**src/rtl/ring_edge_counter_pkg.sv**
```systemverilog
// Shared types and default widths for the ring edge counter.
package ring_edge_counter_pkg;

    localparam int RC_COUNT_W_DEF       = 32;
    localparam int RC_WINDOW_W_DEF      = 16;
    localparam int RC_SETTLE_CYCLES_DEF = 4;

    typedef enum logic [1:0] {
        RC_IDLE   = 2'd0,
        RC_SETTLE = 2'd1,
        RC_COUNT  = 2'd2,
        RC_DONE   = 2'd3
    } rc_state_t;

endpackage

```
**src/rtl/ring_edge_counter_sync_edge.sv**
```systemverilog
// Two-flop synchronizer for the asynchronous ring signal followed by a
// registered rising-edge detector producing a one-cycle pulse.
module ring_sync_edge (
    input  logic clk_i,
    input  logic rst_ni,
    input  logic d_i,
    output logic pulse_o
);

    logic sync1_q, sync2_q, prev_q, pulse_q;

    always_ff @(posedge clk_i or negedge rst_ni) begin
        if (!rst_ni) begin
            sync1_q <= 1'b0;
            sync2_q <= 1'b0;
            prev_q  <= 1'b0;
            pulse_q <= 1'b0;
        end else begin
            sync1_q <= d_i;
            sync2_q <= sync1_q;
            prev_q  <= sync2_q;
            pulse_q <= sync2_q & ~prev_q;
        end
    end

    assign pulse_o = pulse_q;

endmodule

```
**src/rtl/ring_edge_counter.sv**
```systemverilog
// Ring-path edge counter: settle, count chain_out edges over a window, hand off.
// Build macro RING_EDGE_COUNTER_SATURATE_EN: saturating count (default wraps).
//
// state     | meaning
// ----------+---------------------------------------------------------
// RC_IDLE   | waiting for start, ring disabled
// RC_SETTLE | ring enabled, waiting SETTLE_CYCLES before counting
// RC_COUNT  | counting synchronized ring edges for window_len cycles
// RC_DONE   | result valid, waiting for result_ready
module ring_edge_counter
    import ring_edge_counter_pkg::*;
#(
    parameter int COUNT_W       = RC_COUNT_W_DEF,
    parameter int WINDOW_W      = RC_WINDOW_W_DEF,
    parameter int SETTLE_CYCLES = RC_SETTLE_CYCLES_DEF
) (
    input  logic                wb_clk_i,
    input  logic                wb_rst_ni,
    input  logic                ring_in,
    input  logic                start,
    input  logic                abort,
    input  logic [WINDOW_W-1:0] window_len,
    output logic                ring_en,
    output logic                busy,
    output logic [COUNT_W-1:0]  result,
    output logic                overflow,
    output logic                result_valid,
    input  logic                result_ready
);

    localparam int SET_W = $clog2(SETTLE_CYCLES + 1);
    localparam int TMR_W = (WINDOW_W > SET_W) ? WINDOW_W : SET_W;

    rc_state_t           state_q, state_d;
    logic [TMR_W-1:0]    tmr_q, tmr_d;
    logic [WINDOW_W-1:0] win_q, win_d;
    logic [COUNT_W-1:0]  cnt_q, cnt_d;
    logic                ovf_q, ovf_d;
    logic                edge_pulse;
    logic [COUNT_W:0]    cnt_inc;

    ring_sync_edge u_sync_edge (
        .clk_i  (wb_clk_i),
        .rst_ni (wb_rst_ni),
        .d_i    (ring_in),
        .pulse_o(edge_pulse)
    );

    // Carry out of the increment marks the all-ones count in both modes.
    assign cnt_inc = {1'b0, cnt_q} + {{COUNT_W{1'b0}}, 1'b1};

    always_comb begin
        state_d = state_q;
        tmr_d   = tmr_q;
        win_d   = win_q;
        cnt_d   = cnt_q;
        ovf_d   = ovf_q;
        case (state_q)
            RC_IDLE: begin
                if (start && !abort) begin
                    state_d = RC_SETTLE;
                    win_d   = window_len;
                    tmr_d   = TMR_W'(SETTLE_CYCLES - 1);
                    cnt_d   = '0;
                    ovf_d   = 1'b0;
                end
            end
            RC_SETTLE: begin
                if (abort) begin
                    state_d = RC_IDLE;
                    cnt_d   = '0;
                    ovf_d   = 1'b0;
                end else if (tmr_q == '0) begin
                    state_d = (win_q == '0) ? RC_DONE : RC_COUNT;
                    tmr_d   = TMR_W'(win_q) - TMR_W'(1);
                end else begin
                    tmr_d = tmr_q - TMR_W'(1);
                end
            end
            RC_COUNT: begin
                if (abort) begin
                    state_d = RC_IDLE;
                    cnt_d   = '0;
                    ovf_d   = 1'b0;
                end else begin
                    if (edge_pulse) begin
`ifdef RING_EDGE_COUNTER_SATURATE_EN
                        if (cnt_inc[COUNT_W]) ovf_d = 1'b1;
                        else                  cnt_d = cnt_inc[COUNT_W-1:0];
`else
                        cnt_d = cnt_inc[COUNT_W-1:0];
                        if (cnt_inc[COUNT_W]) ovf_d = 1'b1;
`endif
                    end
                    if (tmr_q == '0) state_d = RC_DONE;
                    else             tmr_d   = tmr_q - TMR_W'(1);
                end
            end
            RC_DONE: begin
                if (result_ready) state_d = RC_IDLE;
            end
            default: state_d = RC_IDLE;
        endcase
    end

    always_ff @(posedge wb_clk_i or negedge wb_rst_ni) begin
        if (!wb_rst_ni) begin
            state_q <= RC_IDLE;
            tmr_q   <= '0;
            win_q   <= '0;
            cnt_q   <= '0;
            ovf_q   <= 1'b0;
        end else begin
            state_q <= state_d;
            tmr_q   <= tmr_d;
            win_q   <= win_d;
            cnt_q   <= cnt_d;
            ovf_q   <= ovf_d;
        end
    end

    assign ring_en      = (state_q == RC_SETTLE) || (state_q == RC_COUNT);
    assign busy         = (state_q != RC_IDLE);
    assign result       = cnt_q;
    assign overflow     = ovf_q;
    assign result_valid = (state_q == RC_DONE);

endmodule

```
**config.mk**
```make
export PLATFORM = sky130hd
export DESIGN_NAME = ring_edge_counter
export DESIGN_NICKNAME = d
export VERILOG_FILES = /design/src/rtl/ring_edge_counter_pkg.sv /design/src/rtl/ring_edge_counter_sync_edge.sv /design/src/rtl/ring_edge_counter.sv
export SDC_FILE = /design/constraint.sdc
export NUM_CORES = 1
export LEC_CHECK = 0
export BUFFER_PORTS_ARGS = -buffer_cell sky130_fd_sc_hd__buf_2
export CAP_MARGIN = 20
export CORE_MARGIN = 8
export CORE_UTILIZATION = 25
export DETAILED_ROUTE_END_ITERATION = 6
export MAX_ROUTING_LAYER = met4
export PLACE_DENSITY_LB_ADDON = 0.25
export SLEW_MARGIN = 20
export SYNTH_ARGS = -nofsm -noshare
export SYNTH_HDL_FRONTEND = slang
export SYNTH_SLANG_ARGS = --single-unit
```
**constraint.sdc**
```tcl
create_clock -name wb_clk_i -period 2.5 [get_ports wb_clk_i]
set_input_delay 0.25 -clock wb_clk_i [delete_from_list [all_inputs] [get_ports wb_clk_i]]
set_output_delay 0.25 -clock wb_clk_i [all_outputs]
set_load 0.1 [all_outputs]
```
* Word level (Yosys, flattened, before mapping)
Index checks and enable logic that the tools add are counted.
** Storage, ports and cells
- Register bits after elaboration :: 71
- Bits of input ports :: 22
- Output and inout bits :: 36
** Cells by class
- Add/sub/neg operators :: 3
- Equality and inequality tests :: 13
- Multiplexer cells :: 25
- Bitwise operators :: 2
- Reduce and logical (&&, ||, !) cells :: 13
** Operator list (count)
- $mux W32 :: 4
- $pmux W32 S3 :: 1
- $mux W16 :: 5
- $pmux W16 S3 :: 1
- $add A32 B1 Y33 const B :: 1
- $logic_not A16 Y1 :: 2
- $sub A16 B1 Y16 const B :: 2
- $mux W2 :: 6
- $ne A2 B2 Y1 const B :: 5
- $reduce_and A5 Y1 :: 2
- $ne A3 B3 Y1 const B :: 3
- $pmux W2 S4 :: 1
- $reduce_and A4 Y1 :: 2
- $mux W1 :: 6
- $eq A2 B2 Y1 const B :: 2
- $ne A3 B2 Y1 const B :: 1
- $pmux W1 S3 :: 1
- $reduce_bool A3 Y1 :: 1
- $eq A2 B1 Y1 const B :: 1
- $logic_not A2 Y1 :: 1
- $ne A2 B1 Y1 const B :: 1
- $reduce_and A2 Y1 :: 1
- $reduce_bool A2 Y1 :: 1
- $and A1 B1 Y1 :: 1
- 4 further kinds :: 4

* Longest topological paths before layout
- Word-level depth :: 5
- Depth in mapped cells :: 9
- Mapped depth without buffers :: 7

* By module
From an unflattened synthesis, not the netlist that was laid out.
** Unflattened totals
- Cell total of the unflattened synthesis :: 430
- Area total of the unflattened synthesis :: 4120.2 um2
** By module, submodules not included
- ring_edge_counter :: instances 1, cells an instance 425, area each 4006.3 um2
- ring_sync_edge :: instances 1, cells an instance 5, area each 113.9 um2

* Worst setup path before layout
OpenSTA, ideal clock, no wires.
- Path type :: register to register
- From :: reg state_q[0]
- To :: reg tmr_q[15]
- Library setup time :: 0.079 ns
- Arrival time :: 2.841 ns
- Data required time :: 2.421 ns
- Setup slack :: -0.420 ns
- Cell stages (with the launch flop) :: 9
- Buffers on the path :: 1
- Cell sequence :: dfrtp_1 inv_1 ha_1 buf_2 inv_2 or4b_4 or4_4 o211ai_2 o21bai_1
** On the way
- Longest elaborated chain between the ends :: 3
- Elaborated cells on any way between the ends :: 10
** Ends and longest elaborated chain
- from (decl) :: RTL line ring_edge_counter.sv:34 : rc_state_t state_q, state_d;
- from (signal assigned) :: RTL line ring_edge_counter.sv:114 : state_q <= state_d;
- $eq A2 B2 Y1 (tied with other cells) :: RTL line ring_edge_counter.sv:58 : case (state_q)
- $ne A2 B2 Y1 (no line) or $reduce_bool A3 Y1 (tied branches)
- $reduce_and A5 Y1 (no line)
- to (signal assigned) :: RTL line ring_edge_counter.sv:115 : tmr_q <= tmr_d;
- to (decl) :: RTL line ring_edge_counter.sv:35 : logic [TMR_W-1:0] tmr_q, tmr_d;
Parallel ways exist; a longest one is shown, timed or not.
A chain may end at the register's enable or synchronous reset.

* Final worst setup path
- From :: reg state_q[0]
- To :: reg tmr_q[13]
Same word-level chain as after synthesis.

==> results_dict.tcl <==
set metrics [dict create \
    ant_nets 0 \
    synth.area.top_cells "dfrtp_1, mux2_2, a21oi_1, o21ai_0, nand2_1" \
    synth_edf_count 0 \
    endpoint "tmr_q[13]" \
    clkLatencyLatePin_ns 0.34 \
    routedWlPerCell_um 16.5 \
    grt_pass1_vias 3786 \
    io_buffers 57 \
    r2r-end "tmr_q[13]" \
    cts_resized 0 \
    cts_setup_buffers 0 \
    drive_gt1_share_pct 25.6 \
    fin_skew_ns 0.00597 \
    setup_violations 0 \
    post-route-drc-count 0 \
    num_vias 3687 \
    min_path_type "primary input to register" \
    fin_nets 537 \
    die_h_um 146 \
    hold_viol_final 0 \
    worst_pin_slew_ns 0.935 \
    place_area_um2 4830 \
    start_util_pct 25.6 \
    synth_flop_cell "dfrtp_1" \
    end_kind "register" \
    relSlewSlack_pct 37.6 \
    cts_tree "done" \
    io_pins 58 \
    crit_start "state_q[0]" \
    htree_levels 3 \
    nFillCells 1755 \
    overflow 0 \
    yosys-top-cells-count "dfrtp_1, nand2_1, nor2_1" \
    core_um2 16600 \
    finalInstanceArea_um2 5090 \
    rows 47 \
    totalWireLength_um 12000 \
    ff2ff_path_depth 7 \
    drt_iter0_markers 231 \
    cts_buffers 9 \
    antenna_found_initial 0 \
    drv_slew 0 \
    n_antenna_cell 0 \
    synth_cells 445 \
    rsz0062_at_grt "true" \
    period_share_pct 92.5 \
    r2r-start "state_q[0]" \
    dp_hpwl_um 8860 \
    via_per_inst 5.04 \
    synth_seq_area_share_pct 41.9 \
    groute.usage.overall_pct 12.0 \
    synth_largest_type_area_fraction_pct 41.9 \
    syn_area_per_cell_um2 9.53 \
    outcome "finished, final reports clean" \
    post-route-util_pct 30.7 \
    critPathKind "register to register" \
    cts-root-buf "clkbuf_16" \
    arrival_ns 2.54 \
    powerDensity_nw_per_um2 1100 \
    dieArea_um2 21400 \
    place_congestion 0.876 \
    worstPathMaxFanout 9 \
    ys_warn_count 0 \
    final.min_clock_period_ns 2.31 \
    worstSetupStartpointType "register" \
    vdd_ir_drop_max_mv 0.459 \
    synth_cell_types 71 \
    drt-pass1-iter-count 4 \
    die_w_um 146 \
    clkTransAtPathRegs_ns 0.06 \
    synthMostInstantiatedCell "dfrtp_1" \
    synth_area_leader_cell "dfrtp_1" \
    cts_sinks 71 \
    yosys_register_bits 71 \
    rrSetupSlack_ns 0.19 \
    fmaxAchievable_ghz 0.432 \
    clk_path_buf_depth 2 \
    p_leak_uw 0.00217 \
    syn-num-nets 475 \
    crit_required_ns 2.73 \
    grt_max_degree 72 \
    max_cap_violations 0 \
    grt_pass1_wl_um 20100 \
    cts_hold_buf 0 \
    synthToLayoutAreaGrowth_pct 20.0 \
    syn_area_um2 4240 \
    async_flop_share_pct 100 \
]
==> per-stage QoR <==
stage	power [µW]	cells	setup TNS, ns	hold slack, ns	worst slack, ns
final	5610	731	0	0.0266	0.186
after global routing	6030	731	-0.000748	0.0108	-0.000748
after CTS	5670	731	0	0.0186	0.176
after detailed placement	4450	716	0	0.341	0.189
after global placement	4440	716	0	0.342	0.288
after floorplan	3650	445	0	-0.0456	0.0284
==> cell usage in the layout (no fill, tap or decap), types with 4 or more instances in the layout <==
cell type,synthesis,layout
buf_4,2,17
buf_2,11,56
and2_1,4,4
nor2_1,31,31
a21oi_1,27,27
nand3_1,14,14
o2bb2ai_1,6,6
o31ai_1,5,5
and4_1,4,4
ha_1,8,6
dfrtp_1,71,71
or3_1,18,18
xnor2_1,11,11
nand2_1,34,34
nor4_1,7,7
mux2_2,16,16
xor2_1,11,11
o21ai_0,27,27
nand4_1,15,15
nor2b_1,4,4
o211ai_1,7,7
inv_1,13,12
clkbuf_16,0,9
nor3_1,14,14
and3_1,4,4
or4_1,11,11
==> power by group <==
part,leakage [µW],internal (µW),switching (µW)
clock network,0.000131,687,489
logic,0.00110,1030,1640
registers,0.000939,1410,356
==> flip-flops by register name, summed over array words and instances (netlist names) <==
register             count
tmr_q                   16
u_sync_edge.prev_q       1
u_sync_edge.pulse_o      1
state_q                  2
win_q                   16
result                  32
u_sync_edge.sync2_q      1
overflow                 1
u_sync_edge.sync1_q      1
==> per-layer routing <==
metal	vias to the layer above	global-route usage (%)	routed length, µm
met3	7	3.74	527
met2	75	18.8	5860
met1	1830	14.8	5560
li1	1775	-	-
met4	0	2.78	81
met5	-	-	0
==> cell type report <==
type                    count  area [µm²]  share of cell area, %
well taps                 220         275                   5.41
clock inverters             4        22.5                  0.442
flip-flops and latches     71        1780                   34.9
inverters                  14        56.3                   1.11
clock buffers              11         243                   4.77
multi-input cells         338        2310                   45.4
repair buffers             73         408                   8.01
==> how the worst min path moves through the flow <==
| stage | start | endpoint | slack (ns) | depth (start not counted) |
|---|---|---|---|---|
| floorplan | wb_rst_ni | overflow | -0.05 | 0 |
| global placement | u_sync_edge.sync1_q | u_sync_edge.sync2_q | 0.34 | 0 |
| detailed placement | u_sync_edge.sync1_q | u_sync_edge.sync2_q | 0.34 | 0 |
| CTS | ring_in | u_sync_edge.sync1_q | 0.02 | 1 |
| global route | ring_in | u_sync_edge.sync1_q | 0.01 | 1 |
| finish | ring_in | u_sync_edge.sync1_q | 0.03 | 1 |
==> critical path: stages (launching register included) <==
cell and delay, ns:
dfrtp_1 0.38, inv_1 0.11, ha_1 0.32, or4_1 0.55, o31ai_2 0.15, nand2_2 0.20, or3_1 0.40, o311ai_1 0.08
==> kinds of logic (layout without fill, tap and decap cells) <==
logic type      after synthesis  count (layout)  share of synthesized area (%)
compound gates               98              98                           15.1
xor+xnor                     22              22                           4.54
fa+ha+maj                     8               8                           2.36
buf+inv                      36             102                           4.04
flops                        71              71                           41.9
mux                          17              17                           4.48
simple gates                193             193                           27.6
Power figures use the tool's default switching activity.
